**src/rtl/decode_seq_pkg.sv**
```systemverilog
// ---------------------------------------------------------------------------
// decode_seq_pkg
// Shared definitions for the instruction decode sequencer:
//   - bit positions of the one-hot-per-function control word
//   - opcode constants
//   - pc_sel codes
//   - sequencer state encoding and branch classes
//   - a small helper that builds a single-bit control mask
// ---------------------------------------------------------------------------
package decode_seq_pkg;

    // Width of the architected part of the control word.
    localparam int W_RANDLOGIC = 13;

    // Control word bit positions.
    localparam int CTRL_REGWE   = 0;
    localparam int CTRL_ALU     = 1;
    localparam int CTRL_IMMADD  = 2;
    localparam int CTRL_ADDI    = 3;
    localparam int CTRL_MEMWE   = 4;
    localparam int CTRL_MEM2REG = 5;
    localparam int CTRL_IMM2PC  = 6;
    localparam int CTRL_REG2PC  = 7;
    localparam int CTRL_JAL     = 8;
    localparam int CTRL_BNE     = 9;
    localparam int CTRL_BLT     = 10;
    localparam int CTRL_SETX    = 11;
    localparam int CTRL_BEX     = 12;

    // Opcodes.
    localparam logic [4:0] OPC_ALU  = 5'b00000;
    localparam logic [4:0] OPC_J    = 5'b00001;
    localparam logic [4:0] OPC_BNE  = 5'b00010;
    localparam logic [4:0] OPC_JAL  = 5'b00011;
    localparam logic [4:0] OPC_JR   = 5'b00100;
    localparam logic [4:0] OPC_ADDI = 5'b00101;
    localparam logic [4:0] OPC_BLT  = 5'b00110;
    localparam logic [4:0] OPC_SW   = 5'b00111;
    localparam logic [4:0] OPC_LW   = 5'b01000;
    localparam logic [4:0] OPC_SETX = 5'b10101;
    localparam logic [4:0] OPC_BEX  = 5'b10110;

    // Next-PC source selection.
    localparam logic [1:0] PC_SEL_NEXT = 2'd0;  // PC+1
    localparam logic [1:0] PC_SEL_REL  = 2'd1;  // PC+1+imm
    localparam logic [1:0] PC_SEL_IMM  = 2'd2;  // immediate target
    localparam logic [1:0] PC_SEL_REG  = 2'd3;  // register target

    // Sequencer states.
    typedef enum logic [1:0] {
        ST_IDLE = 2'd0,
        ST_EXEC = 2'd1,
        ST_MEM  = 2'd2,
        ST_DONE = 2'd3
    } state_t;

    // How an instruction affects the PC.
    typedef enum logic [2:0] {
        BR_NONE = 3'd0,  // falls through to PC+1
        BR_BNE  = 3'd1,  // relative, taken on rd != rs
        BR_BLT  = 3'd2,  // relative, taken on rd < rs
        BR_BEX  = 3'd3,  // absolute, taken on $rstatus != 0
        BR_JUMP = 3'd4,  // absolute, always taken (j / jal)
        BR_REG  = 3'd5   // register target (jr)
    } br_class_t;

    // Single-bit mask at position idx within the architected control word.
    function automatic logic [W_RANDLOGIC-1:0] ctrl_bit(input int idx);
        logic [W_RANDLOGIC-1:0] mask;
        mask = '0;
        mask[idx] = 1'b1;
        return mask;
    endfunction

endpackage

```
**src/rtl/decode_seq_opc_decode.sv**
```systemverilog
// ---------------------------------------------------------------------------
// opc_decode
// Purely combinational opcode decoder.
// Ports:
//   opcode   in  5   instruction opcode
//   ctrl     out 13  one-hot-per-function control word (0 for undefined)
//   illegal  out 1   opcode is not defined
//   is_mem   out 1   opcode is lw or sw (needs the memory wait phase)
//   br_class out 3   branch class (decode_seq_pkg::br_class_t encoding)
// ---------------------------------------------------------------------------
module opc_decode
    import decode_seq_pkg::*;
(
    input  logic [4:0]             opcode,
    output logic [W_RANDLOGIC-1:0] ctrl,
    output logic                   illegal,
    output logic                   is_mem,
    output logic [2:0]             br_class
);

    // Undefined opcodes fall to the default arm: NOP control word and a
    // plain PC+1 fall-through, flagged as illegal.
    always_comb begin
        ctrl     = '0;
        illegal  = 1'b0;
        is_mem   = 1'b0;
        br_class = BR_NONE;
        unique case (opcode)
            OPC_ALU: begin
                ctrl = ctrl_bit(CTRL_REGWE) | ctrl_bit(CTRL_ALU);
            end
            OPC_J: begin
                ctrl     = ctrl_bit(CTRL_IMM2PC);
                br_class = BR_JUMP;
            end
            OPC_BNE: begin
                ctrl     = ctrl_bit(CTRL_IMMADD) | ctrl_bit(CTRL_BNE);
                br_class = BR_BNE;
            end
            OPC_JAL: begin
                ctrl     = ctrl_bit(CTRL_REGWE) | ctrl_bit(CTRL_IMM2PC)
                         | ctrl_bit(CTRL_JAL);
                br_class = BR_JUMP;
            end
            OPC_JR: begin
                ctrl     = ctrl_bit(CTRL_REG2PC);
                br_class = BR_REG;
            end
            OPC_ADDI: begin
                ctrl = ctrl_bit(CTRL_REGWE) | ctrl_bit(CTRL_IMMADD)
                     | ctrl_bit(CTRL_ADDI);
            end
            OPC_BLT: begin
                ctrl     = ctrl_bit(CTRL_IMMADD) | ctrl_bit(CTRL_BLT);
                br_class = BR_BLT;
            end
            OPC_SW: begin
                ctrl   = ctrl_bit(CTRL_IMMADD) | ctrl_bit(CTRL_MEMWE);
                is_mem = 1'b1;
            end
            OPC_LW: begin
                ctrl   = ctrl_bit(CTRL_REGWE) | ctrl_bit(CTRL_IMMADD)
                       | ctrl_bit(CTRL_MEM2REG);
                is_mem = 1'b1;
            end
            OPC_SETX: begin
                ctrl = ctrl_bit(CTRL_REGWE) | ctrl_bit(CTRL_SETX);
            end
            OPC_BEX: begin
                ctrl     = ctrl_bit(CTRL_BEX);
                br_class = BR_BEX;
            end
            default: begin
                illegal = 1'b1;
            end
        endcase
    end

endmodule

```
**src/rtl/decode_seq.sv**
```systemverilog
// ---------------------------------------------------------------------------
// decode_seq
// Multi-cycle instruction sequencer: accepts one opcode at a time in IDLE,
// decodes it, optionally waits MEM_LAT cycles for lw/sw, and retires it in
// DONE with a one-cycle done pulse and the next-PC selection.
// Parameters:
//   W_CTRL   control word width (>= 13, bits above 12 are always 0)
//   MEM_LAT  memory wait cycles for lw/sw (1..15)
//   W_CNT    retired-instruction counter width
// Ports:
//   clock        in   rising-edge clock
//   reset_n      in   asynchronous active-low reset
//   inst_valid   in   opcode offered
//   inst_opcode  in   5-bit opcode
//   inst_ready   out  high only in IDLE
//   cmp_neq      in   rd != rs (used only in EXEC)
//   cmp_lt       in   rd < rs (used only in EXEC)
//   rstatus_nz   in   $rstatus != 0 (used only in EXEC)
//   ctrl_out     out  decoded control word, 0 in IDLE
//   pc_sel       out  next-PC source, valid while done = 1
//   done         out  one-cycle retire pulse
//   err_illegal  out  one-cycle pulse in EXEC for an undefined opcode
//   retire_cnt   out  wrapping count of retired instructions
// ---------------------------------------------------------------------------
module decode_seq
    import decode_seq_pkg::*;
#(
    parameter int W_CTRL  = 13,
    parameter int MEM_LAT = 2,
    parameter int W_CNT   = 16
) (
    input  logic              clock,
    input  logic              reset_n,
    input  logic              inst_valid,
    input  logic [4:0]        inst_opcode,
    output logic              inst_ready,
    input  logic              cmp_neq,
    input  logic              cmp_lt,
    input  logic              rstatus_nz,
    output logic [W_CTRL-1:0] ctrl_out,
    output logic [1:0]        pc_sel,
    output logic              done,
    output logic              err_illegal,
    output logic [W_CNT-1:0]  retire_cnt
);

    localparam logic [3:0] MEM_LAT_C = 4'(MEM_LAT);

    state_t                 state_q, state_d;
    logic [4:0]             opcode_q, opcode_d;
    logic                   taken_q, taken_d;
    logic [3:0]             mem_cnt_q, mem_cnt_d;
    logic [W_CNT-1:0]       retire_cnt_q, retire_cnt_d;

    logic [W_RANDLOGIC-1:0] dec_ctrl;
    logic                   dec_illegal;
    logic                   dec_is_mem;
    logic [2:0]             dec_br_class;

    // Decode always looks at the latched opcode, so the control word stays
    // stable for the whole instruction regardless of what the bus does.
    opc_decode u_opc_decode (
        .opcode   (opcode_q),
        .ctrl     (dec_ctrl),
        .illegal  (dec_illegal),
        .is_mem   (dec_is_mem),
        .br_class (dec_br_class)
    );

    // State register.
    always_ff @(posedge clock or negedge reset_n) begin
        if (!reset_n) begin
            state_q <= ST_IDLE;
        end else begin
            state_q <= state_d;
        end
    end

    // Instruction context and counters. Clearing the memory counter and
    // retire counter on reset means an abandoned instruction leaves no trace.
    always_ff @(posedge clock or negedge reset_n) begin
        if (!reset_n) begin
            opcode_q     <= '0;
            taken_q      <= 1'b0;
            mem_cnt_q    <= '0;
            retire_cnt_q <= '0;
        end else begin
            opcode_q     <= opcode_d;
            taken_q      <= taken_d;
            mem_cnt_q    <= mem_cnt_d;
            retire_cnt_q <= retire_cnt_d;
        end
    end

    // Next-state logic. The memory counter is loaded on the way into MEM
    // and the last MEM cycle is the one that sees a count of 1.
    always_comb begin
        state_d   = state_q;
        mem_cnt_d = mem_cnt_q;
        unique case (state_q)
            ST_IDLE: begin
                if (inst_valid) begin
                    state_d = ST_EXEC;
                end
            end
            ST_EXEC: begin
                if (dec_is_mem) begin
                    state_d   = ST_MEM;
                    mem_cnt_d = MEM_LAT_C;
                end else begin
                    state_d = ST_DONE;
                end
            end
            ST_MEM: begin
                mem_cnt_d = mem_cnt_q - 4'd1;
                if (mem_cnt_q <= 4'd1) begin
                    state_d = ST_DONE;
                end
            end
            ST_DONE: begin
                state_d = ST_IDLE;
            end
            default: begin
                state_d = ST_IDLE;
            end
        endcase
    end

    // Opcode capture, branch decision and retire counting. The comparator
    // inputs only matter during EXEC; the decision is held until DONE.
    always_comb begin
        opcode_d     = opcode_q;
        taken_d      = taken_q;
        retire_cnt_d = retire_cnt_q;

        if (state_q == ST_IDLE && inst_valid) begin
            opcode_d = inst_opcode;
        end

        if (state_q == ST_EXEC) begin
            unique case (dec_br_class)
                BR_BNE:  taken_d = cmp_neq;
                BR_BLT:  taken_d = cmp_lt;
                BR_BEX:  taken_d = rstatus_nz;
                default: taken_d = 1'b0;
            endcase
        end

        if (state_q == ST_DONE) begin
            retire_cnt_d = retire_cnt_q + W_CNT'(1);
        end
    end

    // Moore outputs decoded from the registered state, so every output
    // drops to its idle value as soon as reset is asserted.
    always_comb begin
        inst_ready  = 1'b0;
        ctrl_out    = '0;
        pc_sel      = PC_SEL_NEXT;
        done        = 1'b0;
        err_illegal = 1'b0;
        retire_cnt  = retire_cnt_q;

        if (state_q == ST_IDLE) begin
            inst_ready = 1'b1;
        end else begin
            ctrl_out[W_RANDLOGIC-1:0] = dec_ctrl;
        end

        if (state_q == ST_EXEC) begin
            err_illegal = dec_illegal;
        end

        if (state_q == ST_DONE) begin
            done = 1'b1;
            unique case (dec_br_class)
                BR_BNE, BR_BLT: pc_sel = taken_q ? PC_SEL_REL : PC_SEL_NEXT;
                BR_BEX:         pc_sel = taken_q ? PC_SEL_IMM : PC_SEL_NEXT;
                BR_JUMP:        pc_sel = PC_SEL_IMM;
                BR_REG:         pc_sel = PC_SEL_REG;
                default:        pc_sel = PC_SEL_NEXT;
            endcase
        end
    end

endmodule

```
**config.mk**
```make
export PLATFORM = sky130hd
export DESIGN_NAME = decode_seq
export DESIGN_NICKNAME = d
export VERILOG_FILES = /design/src/rtl/decode_seq_pkg.sv /design/src/rtl/decode_seq_opc_decode.sv /design/src/rtl/decode_seq.sv
export SDC_FILE = /design/constraint.sdc
export NUM_CORES = 1
export LEC_CHECK = 0
export ABC_AREA = 1
export CORE_UTILIZATION = 45
export CTS_CLUSTER_SIZE = 28
export DETAILED_ROUTE_END_ITERATION = 6
export DONT_BUFFER_PORTS = 1
export MAX_ROUTING_LAYER = met4
export PLACE_DENSITY = 0.63
export SYNTH_ARGS = -nofsm -noshare
export SYNTH_HDL_FRONTEND = slang
export SYNTH_SLANG_ARGS = --single-unit
```
**constraint.sdc**
```tcl
create_clock -name clock -period 2.18 [get_ports clock]
set_clock_uncertainty 0.2 [all_clocks]
set_input_delay 0.545 -clock clock [delete_from_list [all_inputs] [get_ports clock]]
set_output_delay 0.545 -clock clock [all_outputs]
set_load 0.01 [all_outputs]
```
==> out/qor.yml, run 1 <==
run_status:
  status: "finished, violations left"
  failed_checks: "negative setup slack"
cells_and_area:
  fin_util: 0.545
  area_delta_synth_final_pct: 15.7
  diodes: 0
  final_nets: 247
  drive_gt1_frac: 0.215
  multiInputGateArea_um2: 1000
  seq_area_um2: 704
  n_fill_cell: 349
  design_area_um2: 2000
sta:
  post-route-period-util: 1.01
  slew_violations: 0
  fin_crit_ns: 2.20
  relSlewSlack: 0.799
  whs_ns: 0.216
  fmax_mhz: 456
  tightest_slew_ns: 0.300
  finalSetupTns_ns: -0.0249
  finalHoldViolations: 0
  setup_violations: 2
  rsz0062_at_grt: "true"
  finalWorstSetupSlack_ns: -0.0153
synthesis:
  async_flop_share: 1.00
  synth_edf_count: 0
  synth-main-ff-cell: "dfrtp_1"
  synth_cell_types: 27
  ys_seq_area_frac: 0.406
  synth_area_leaders: "dfrtp_1, nand2_1, nor2_1"
  ys_seq_elements: 28
  synth_warnings: 0
  syn_inst: 218
  synth_top_area_cell: "dfrtp_1"
  syn_area_um2: 1720
  synth_area_per_cell_um2: 7.91
  synth_top_area_frac: 0.406
  syn_nets: 236
cts:
  clock_latency_ns: 0.27
  cts_sinks: 28
  cts.clk_slew.worst_paths_ns: 0.10
  htree_levels: 1
  cts_tree: "built"
  max-clock-path-buffers: 2
  clockRootBuffer: "clkbuf_8"
  numCtsBuffers: 3
drt:
  via_per_inst: 5.12
  first_iter_violations: 82
  avgRoutedWirePerCell_um: 12.8
  antenna_left: 0
  num_vias: 1414
  drt_pass1_iterations: 4
  drc: 0
  drt-total-wl_um: 3520
setup_path:
  start_kind: "flip-flop"
  critPathKind: "flip-flop to output pin"
  cp-end-kind: "output pin"
  path_max_fanout: 4
  cp.required_ns: 1.43
  cp_data_arrival_time_ns: 1.45
power:
  peakVddDrop_v: 0.000584
  combPwrFrac: 0.478
  power.density_nw_per_um2: 1170
  p_seq_frac: 0.383
  p_switching_mw: 1.09
  clockPowerShare: 0.139
  swShare: 0.466
  p_int_mw: 1.24
  p_leak_nw: 1.04
floorplan:
  io_pins: 45
  die_h_um: 63.9
  start_util: 0.471
  coreArea_um2: 3660
  rows: 22
  die_area_um2: 4080
  die_w_um: 63.9
global_route:
  grt_pass1_vias: 1372
  grt_max_degree: 29
  grt.total_usage: 0.198
  grt_overflow: 0
  grt_pass1_wl_um: 6160
  antenna_found_initial: 0
placed_design:
  dpl.hpwl_um: 2620
  preCtsSetupSlack_ns: 0.174
  gp_congestion: 0.824
  io_buffers: 0
  place_area_um2: 1790
flow_run:
  drv_cap: 0
min_path:
  min_path_type: "input pin to flip-flop"
-- through the flow --
stage,power [mW],instances
after CTS,2.27,275
after global routing,2.54,276
after floorplan,1.62,218
final,2.33,276
after detailed placement,1.82,266
after global placement,1.82,266
-- cells by family after synthesis --
family | after synthesis | synth area share
buffers and inverters | 28 | 0.0631
DFF | 28 | 0.406
adders and majority gates | 7 | 0.0508
AOI/OAI and AO/OA | 15 | 0.0479
and+or+nand+nor | 126 | 0.361
xor gates and xnor gates | 14 | 0.0711
-- placed cells by master, fill, tap and decap left out --
| cell type | synthesis | routed |
|---|---|---|
| a21oi_2 | 0 | 2 |
| nor2_8 | 1 | 1 |
| dfrtp_2 | 0 | 3 |
| nor2_4 | 3 | 8 |
| o21ai_0 | 3 | 3 |
| inv_1 | 21 | 19 |
| nor2_2 | 5 | 3 |
| o21ai_2 | 1 | 1 |
| nand4_4 | 0 | 1 |
| nand3_4 | 1 | 2 |
| dfrtp_1 | 28 | 25 |
| nand2_1 | 54 | 51 |
| buf_12 | 0 | 1 |
| ha_1 | 7 | 5 |
| xnor2_1 | 4 | 4 |
| dlygate4sd3_1 | 0 | 1 |
| nor3_1 | 2 | 2 |
| nand3_1 | 18 | 17 |
| xor2_1 | 10 | 10 |
| a31oi_1 | 1 | 1 |
| o21ai_1 | 1 | 1 |
| ha_4 | 0 | 1 |
| nand2_4 | 2 | 3 |
| inv_2 | 5 | 7 |
| nand2_2 | 1 | 3 |
| o21bai_1 | 1 | 1 |
| ha_2 | 0 | 1 |
| nand3_2 | 2 | 2 |
| clkbuf_8 | 0 | 4 |
| nand4_1 | 8 | 8 |
| a21oi_1 | 8 | 6 |
| buf_4 | 1 | 6 |
| nor2_1 | 28 | 25 |
-- registers in the layout, indices dropped and copies added (netlist names) --
name	flops
opcode_q	5
state_q	2
mem_cnt_q	4
taken_q	1
retire_cnt	16
-- synth_stat cells (2+ instances only) --
master and number:
a21oi_1 8, dfrtp_1 28, ha_1 7, inv_1 21, inv_2 5, nand2_1 54
nand2_4 2, nand3_1 18, nand3_2 2, nand4_1 8, nor2_1 28, nor2_2 5
nor2_4 3, nor3_1 2, o21ai_0 3, xnor2_1 4, xor2_1 10
-- worst max-delay path, stage by stage (launching register included) --
cell and delay (ns):
dfrtp_1 0.43, inv_2 0.09, nor2_4 0.16, nand4_1 0.16, nand2_1 0.09, nor2_1 0.05
a21oi_2 0.19
-- layout make-up --
cell class                 instances  share of cell area
clock buffer                       4              0.0276
inverter                          26              0.0489
multi-input combinational        162               0.503
sequential                        28               0.353
tap                               48              0.0301
timing repair buffer               8              0.0376
-- worst paths after layout --
check | from | depth (start not counted) | to | slack [ns]
worst min-delay path | inst_opcode[1] | 2 | opcode_q[1]$_DFFE_PN0P_ | 0.22
worst max register to register | state_q[0]$_DFFE_PN0P_ | 7 | retire_cnt[13]$_DFFE_PN0P_ | 0.40
worst min register to register | mem_cnt_q[1]$_DFFE_PN0P_ | 2 | mem_cnt_q[1]$_DFFE_PN0P_ | 0.29
min in group asynchronous | reset_n | 2 | retire_cnt[3]$_DFFE_PN0P_ | 0.50
max in group asynchronous | reset_n | 2 | opcode_q[4]$_DFFE_PN0P_ | 1.12
worst max-delay path | opcode_q[2]$_DFFE_PN0P_ | 6 | ctrl_out[0] | -0.02
-- per-layer routing --
layer  vias to the layer above  global-route usage  share of wire
li1                        716                   -              -
met1                       658               0.252           0.47
met2                        38               0.320           0.47
met3                         2              0.0393          0.053
met4                         0              0.0511         0.0054
met5                         -                   -              0
-- timing repair --
item / in CTS / in global routing
pin swaps: 1 / 5
endpoints found under the setup margin: 10 / 9
hold buffers: 2 / 0
resized for setup: 16 / 9
endpoints found under the hold margin: 28 / 0
buffers inserted: 3 / 1
-- power by group through the flow --
| stage | combinational (mW) | sequential [mW] | clock (mW) |
|---|---|---|---|
| 2_1_floorplan | 0.778 | 0.845 | 0 |
| 3_5_place_dp | 0.942 | 0.882 | 0 |
| 5_1_grt | 1.26 | 0.921 | 0.363 |
| 3_3_place_gp | 0.934 | 0.883 | 0 |
| 4_1_cts | 1.05 | 0.889 | 0.338 |
| 6_report | 1.11 | 0.891 | 0.323 |
(Power assumes the default switching activity.)
==> run 2: changes to the inputs <==
--- a/config.mk
+++ b/config.mk
@@ -6,12 +6,13 @@
 export NUM_CORES = 1
 export LEC_CHECK = 0
 export ABC_AREA = 1
-export CORE_UTILIZATION = 45
+export CAP_MARGIN = 20
+export CORE_UTILIZATION = 62
 export CTS_CLUSTER_SIZE = 28
 export DETAILED_ROUTE_END_ITERATION = 6
 export DONT_BUFFER_PORTS = 1
 export MAX_ROUTING_LAYER = met4
-export PLACE_DENSITY = 0.63
+export PLACE_DENSITY = 0.81
 export SYNTH_ARGS = -nofsm -noshare
 export SYNTH_HDL_FRONTEND = slang
 export SYNTH_SLANG_ARGS = --single-unit
==> out/qor.yml, run 2 (synthesis results as in run 1) <==
setup_path:
  critPathKind: "flip-flop to output pin"
  start_kind: "flip-flop"
  r2r-end: "retire_cnt[13]$_DFFE_PN0P_"
  reg2reg_depth: 7  # unchanged
  worstSetupStartpoint: "opcode_q[4]$_DFFE_PN0P_"
  cp_cell_sequence: "buf_4 > inv_1 > nand2_2 > nand4_1 > nor2_2"
  r2r_slack_ns: 0.40  # about the same
  slowest_delay_ns: 0.49  # +0.06 ns
  worst_r2r_startpoint: "state_q[1]$_DFFE_PN0P_"
  cp.required_ns: 1.43  # about the same
  cp_data_arrival_time_ns: 1.64  # +0.19 ns
  cp-end-kind: "output pin"
  path_max_fanout: 5  # +1
  crit_slowest_cell: "dfrtp_2"
drt:
  via_per_inst: 6.00  # +17%
  avgRoutedWirePerCell_um: 17.7  # +39%
  drt_pass1_iterations: 5  # +1
  drt-total-wl_um: 4870  # +38%
  first_iter_violations: 84  # +2.4%
  drc: 0  # unchanged
  antenna_left: 0  # unchanged
  num_vias: 1651  # +17%
global_route:
  grt_pass1_vias: 1518  # +11%
  antenna_found_initial: 0  # unchanged
  grt_overflow: 0  # unchanged
  grt.total_usage: 0.321  # +0.123
  grt_max_degree: 29  # unchanged
  grt_pass1_wl_um: 6590  # +6.9%
sta:
  fin_crit_ns: 2.39  # +0.190 ns
  fmax_mhz: 419  # -8.0%
  finalWorstSetupSlack_ns: -0.205  # -0.190 ns
  post-route-period-util: 1.09  # +0.0872
  whs_ns: 0.157  # -0.0592 ns
  slew_violations: 0  # unchanged
  finalHoldViolations: 0  # unchanged
  rsz0062_at_grt: "true"
  setup_violations: 15  # +13
  tightest_slew_ns: 0.318  # +0.0175 ns
  relSlewSlack: 0.788  # -0.0112
cells_and_area:
  seq_area_um2: 704  # unchanged
  n_fill_cell: 126  # -64%
  design_area_um2: 2160  # +8.5%
  final_nets: 264  # +6.9%
  drive_gt1_frac: 0.322  # +0.108
  largest_reg_flops: 16  # unchanged
  diodes: 0  # unchanged
  area_delta_synth_final_pct: 25.5
  fin_util: 0.851  # +0.305
  final_common_cell: "nand2_1"
  multiInputGateArea_um2: 1070  # +6.7%
  layout_common_cells: "nand2_1, dfrtp_1, inv_1, buf_4, nor2_1"
cts:
  cts.clk_slew.worst_paths_ns: 0.15  # +0.05 ns
  cts_tree: "built"
  numCtsBuffers: 3  # unchanged
  clockRootBuffer: "clkbuf_4"
  htree_levels: 1  # unchanged
  max-clock-path-buffers: 2  # unchanged
  clock_latency_ns: 0.32  # +0.05 ns
  cts_sinks: 28  # unchanged
power:
  power.density_nw_per_um2: 1210  # +3.3%
  peakVddDrop_v: 0.00118  # +100%
  totalPowerFinal_mw: 2.61  # +12%
  p_leak_nw: 1.11  # +6.4%
floorplan:
  rows: 18  # -18%
  die_w_um: 54.7  # -14%
  die_h_um: 54.7  # -14%
  coreArea_um2: 2540  # -30%
  io_pins: 45  # unchanged
  start_util: 0.677  # +0.207
  die_area_um2: 3000  # -27%
run_status:
  status: "finished, violations left"
  failed_checks: "negative setup slack"
flow_run:
  drv_cap: 0  # unchanged
placed_design:
  dpl.hpwl_um: 2680  # +2.3%
  gp_congestion: 0.857  # +4.1%
  place_area_um2: 1780  # -0.42%
  io_buffers: 0  # unchanged
  preCtsSetupSlack_ns: 0.220  # +0.0452 ns
min_path:
  hold_path_startpoint: "inst_opcode[1]"
  whs_path_depth: 2  # unchanged
  min_to: "opcode_q[1]$_DFFE_PN0P_"
  min_path_type: "input pin to flip-flop"
==> run 2: cell types whose count changed in the layout (fill, tap and decap cells not counted), sizes merged <==
| cell | previous run | this run |
|---|---|---|
| buf | 7 | 24 |
==> run 2: cell type report <==
| cell class | count | share of cell area |
|---|---|---|
| inverter | 26 | 0.0451 |
| tap | 30 | 0.0173 |
| multi-input combinational | 162 | 0.495 |
| clock buffer | 4 | 0.0168 |
| timing repair buffer | 25 | 0.101 |
| sequential | 28 | 0.325 |
==> run 2: power breakdown <==
| group | internal, mW | switching, mW | total (mW) |
|---|---|---|---|
| combinational | 0.552 | 0.908 | 1.46 |
| clock | 0.102 | 0.149 | 0.251 |
| sequential | 0.669 | 0.229 | 0.898 |
==> run 2: what timing repair did <==
action,CTS,global route
endpoints found under the setup margin,14,16
hold buffers,2,0
gates resized for setup,35,12
pin swaps,9,10
setup buffers,11,8
hold endpoints to repair,28,0
==> run 2: worst max-delay path by stage <==
| stage | depth (start not counted) | end | slack (ns) |
|---|---|---|---|
| floorplan | 4 | ctrl_out[10] | 0.27 |
| global placement | 7 | ctrl_out[2] | 0.23 |
| detailed placement | 7 | ctrl_out[2] | 0.22 |
| global route | 6 | ctrl_out[0] | -0.26 |
| CTS | 6 | ctrl_out[0] | -0.09 |
| finish | 5 | err_illegal | -0.21 |
==> run 2: worst max-delay path: cells and delay by family, from the launching register on <==
kind / cells / cell delay, ns
buf+inv: 2 / 0.25
flops: 1 / 0.49
simple gates: 3 / 0.56
==> run 2: metrics by stage <==
step | setup TNS, ns | cells
after global placement | 0 | 250
final | -1.37 | 275
after global routing | -2.14 | 275
after detailed placement | 0 | 250
after floorplan | 0 | 218
after CTS | -0.405 | 267
==> run 2: metal layers <==
metal	vias to the layer above	wire length (um)	GRT usage
met5	-	0	-
met4	0	196	0.145
met3	24	333	0.0611
met2	103	2620	0.574
met1	775	1730	0.337
li1	749	-	-
==> run 3: changes to the inputs <==
--- a/config.mk
+++ b/config.mk
@@ -7,7 +7,9 @@
 export LEC_CHECK = 0
 export ABC_AREA = 1
 export CAP_MARGIN = 20
-export CORE_UTILIZATION = 62
+export CELL_PAD_IN_SITES_DETAIL_PLACEMENT = 1
+export CELL_PAD_IN_SITES_GLOBAL_PLACEMENT = 2
+export CORE_UTILIZATION = 35
 export CTS_CLUSTER_SIZE = 28
 export DETAILED_ROUTE_END_ITERATION = 6
 export DONT_BUFFER_PORTS = 1
==> out/qor.yml, run 3 (synthesis results as in run 1) <==
placed_design:
  io_buffers: 0  # unchanged
  preCtsSetupSlack_ns: 0.110  # -0.110 ns
  dpl.hpwl_um: 3150  # +18%
  gp_congestion: 0.807  # -5.8%
  place_area_um2: 1830  # +2.6%
cts:
  max-clock-path-buffers: 2  # unchanged
  clockRootBuffer: "clkbuf_8"
  cts.clk_slew.worst_paths_ns: 0.10  # -0.05 ns
  cts_tree: "built"
  htree_levels: 1  # unchanged
  clock_latency_ns: 0.28  # -0.04 ns
  cts_sinks: 28  # unchanged
  numCtsBuffers: 3  # unchanged
setup_path:
  cp_data_arrival_time_ns: 1.48  # -0.16 ns
  start_kind: "flip-flop"
  path_max_fanout: 5  # unchanged
  cp.required_ns: 1.43  # about the same
  cp-end-kind: "output pin"
  critPathKind: "flip-flop to output pin"
power:
  clockPowerShare: 0.133  # +0.037
  p_leak_nw: 1.07  # -3.3%
  swShare: 0.465  # -0.0274
  p_switching_mw: 1.17  # -8.7%
  p_int_mw: 1.35  # +1.9%
  p_seq_frac: 0.357  # +0.013
  totalPowerFinal_mw: 2.52  # -3.3%
  combPwrFrac: 0.511  # -0.049
  power.density_nw_per_um2: 1180  # -1.8%
  peakVddDrop_v: 0.000719  # -39%
cells_and_area:
  diodes: 0  # unchanged
  final_nets: 256  # -3.0%
  area_delta_synth_final_pct: 23.6
  design_area_um2: 2130  # -1.6%
  drive_gt1_frac: 0.287  # -0.0355
  largest_reg_flops: 16  # unchanged
  layout_common_cells: "nand2_1, dfrtp_1, inv_1, nor2_1, nand3_1"
  final_common_cell: "nand2_1"
global_route:
  grt_pass1_vias: 1529  # +0.72%
  grt_pass1_wl_um: 7130  # +8.2%
  gr-max-usage-layer: "met2"
  grt_use_met3: 0.0319  # -0.0292
  grt_overflow: 0  # unchanged
  grt_use_met1: 0.229  # -0.108
  antenna_found_initial: 0  # unchanged
  grt_max_degree: 29  # unchanged
  grtUsageMet2: 0.293  # -0.281
  grt.total_usage: 0.182  # -0.140
run_status:
  status: "finished, violations left"
  failed_checks: "negative setup slack"
floorplan:
  die_h_um: 72.2  # +32%
  die_w_um: 72.2  # +32%
  rows: 25  # +7
  start_util: 0.365  # -0.312
  coreArea_um2: 4720  # +86%
  die_area_um2: 5210  # +74%
  io_pins: 45  # unchanged
sta:
  finalWorstSetupSlack_ns: -0.0418  # +0.164 ns
  fmax_mhz: 450  # +7.4%
  relSlewSlack: 0.802  # +0.0134
  finalSetupTns_ns: -0.0901  # +1.28 ns
  setup_violations: 4  # -11
  tightest_slew_ns: 0.296  # -0.0212 ns
  slew_violations: 0  # unchanged
  post-route-period-util: 1.02  # -0.0750
  rsz0062_at_grt: "true"
  finalHoldViolations: 0  # unchanged
  fin_crit_ns: 2.22  # -0.164 ns
drt:
  antenna_left: 0  # unchanged
  avgRoutedWirePerCell_um: 14.0  # -21%
  drt-total-wl_um: 4270  # -12%
  drt_pass1_iterations: 4  # -1
  drc: 0  # unchanged
  via_per_inst: 4.89  # -19%
  num_vias: 1486  # -10%
  first_iter_violations: 19  # -77%
min_path:
  min_path_type: "input pin to flip-flop"
flow_run:
  drv_cap: 0  # unchanged
## run 3: worst max-delay path, stage by stage (launching register included)
cell	delay, ns
dfrtp_2	0.48
nor2_4	0.22
nand4_4	0.14
buf_4	0.19
a21oi_4	0.16
## run 3: what timing repair did
action                                 4_1_cts  5_1_grt
pin swaps                                    3        5
resized for setup                           24       12
setup endpoints to repair                   15       15
buffers inserted                             9        2
endpoints found under the hold margin       28        0
hold buffers                                 2        0
## run 3: per-stage QoR
stage	util	instances	hold WS (ns)
after global routing	0.451	304	0.194
final	0.451	304	0.209
after floorplan	-	218	0.0494
after detailed placement	0.387	287	0.0501
after global placement	0.387	287	0.0501
after CTS	0.439	302	0.205
## run 3: area by class of cell
class / count / area [um2]
well taps: 67 / 83.8
clock buffers: 4 / 55.1
multi-input cells: 162 / 1030
repair buffers: 17 / 155
fillers: 572 / 2590
flip-flops and latches: 28 / 707
inverters: 26 / 100
## run 3: final timing paths
path / startpoint / end / slack (ns) / cells after the start
setup reg to reg: state_q[0]$_DFFE_PN0P_ / retire_cnt[13]$_DFFE_PN0P_ / 0.34 / 8
setup / recovery: opcode_q[4]$_DFFE_PN0P_ / ctrl_out[0] / -0.04 / 4
hold reg to reg: mem_cnt_q[1]$_DFFE_PN0P_ / mem_cnt_q[1]$_DFFE_PN0P_ / 0.28 / 2
min in group asynchronous: reset_n / retire_cnt[2]$_DFFE_PN0P_ / 0.50 / 2
hold / removal: inst_opcode[3] / opcode_q[3]$_DFFE_PN0P_ / 0.21 / 2
max in group asynchronous: reset_n / opcode_q[4]$_DFFE_PN0P_ / 1.10 / 2
## run 3: routing by layer
| layer | vias to the layer above | share of wire |
|---|---|---|
| met4 | 0 | 0.016 |
| met2 | 34 | 0.48 |
| li1 | 727 | - |
| met1 | 720 | 0.47 |
| met3 | 5 | 0.037 |
| met5 | - | 0 |
## run 3: power groups by stage
stage               sequential [mW]  clock, mW  combinational [mW]
floorplan                     0.845          0               0.778
global placement              0.891          0               0.982
detailed placement            0.894          0               0.996
CTS                           0.891      0.348                1.22
global route                  0.929      0.365                1.46
finish                        0.900      0.335                1.29
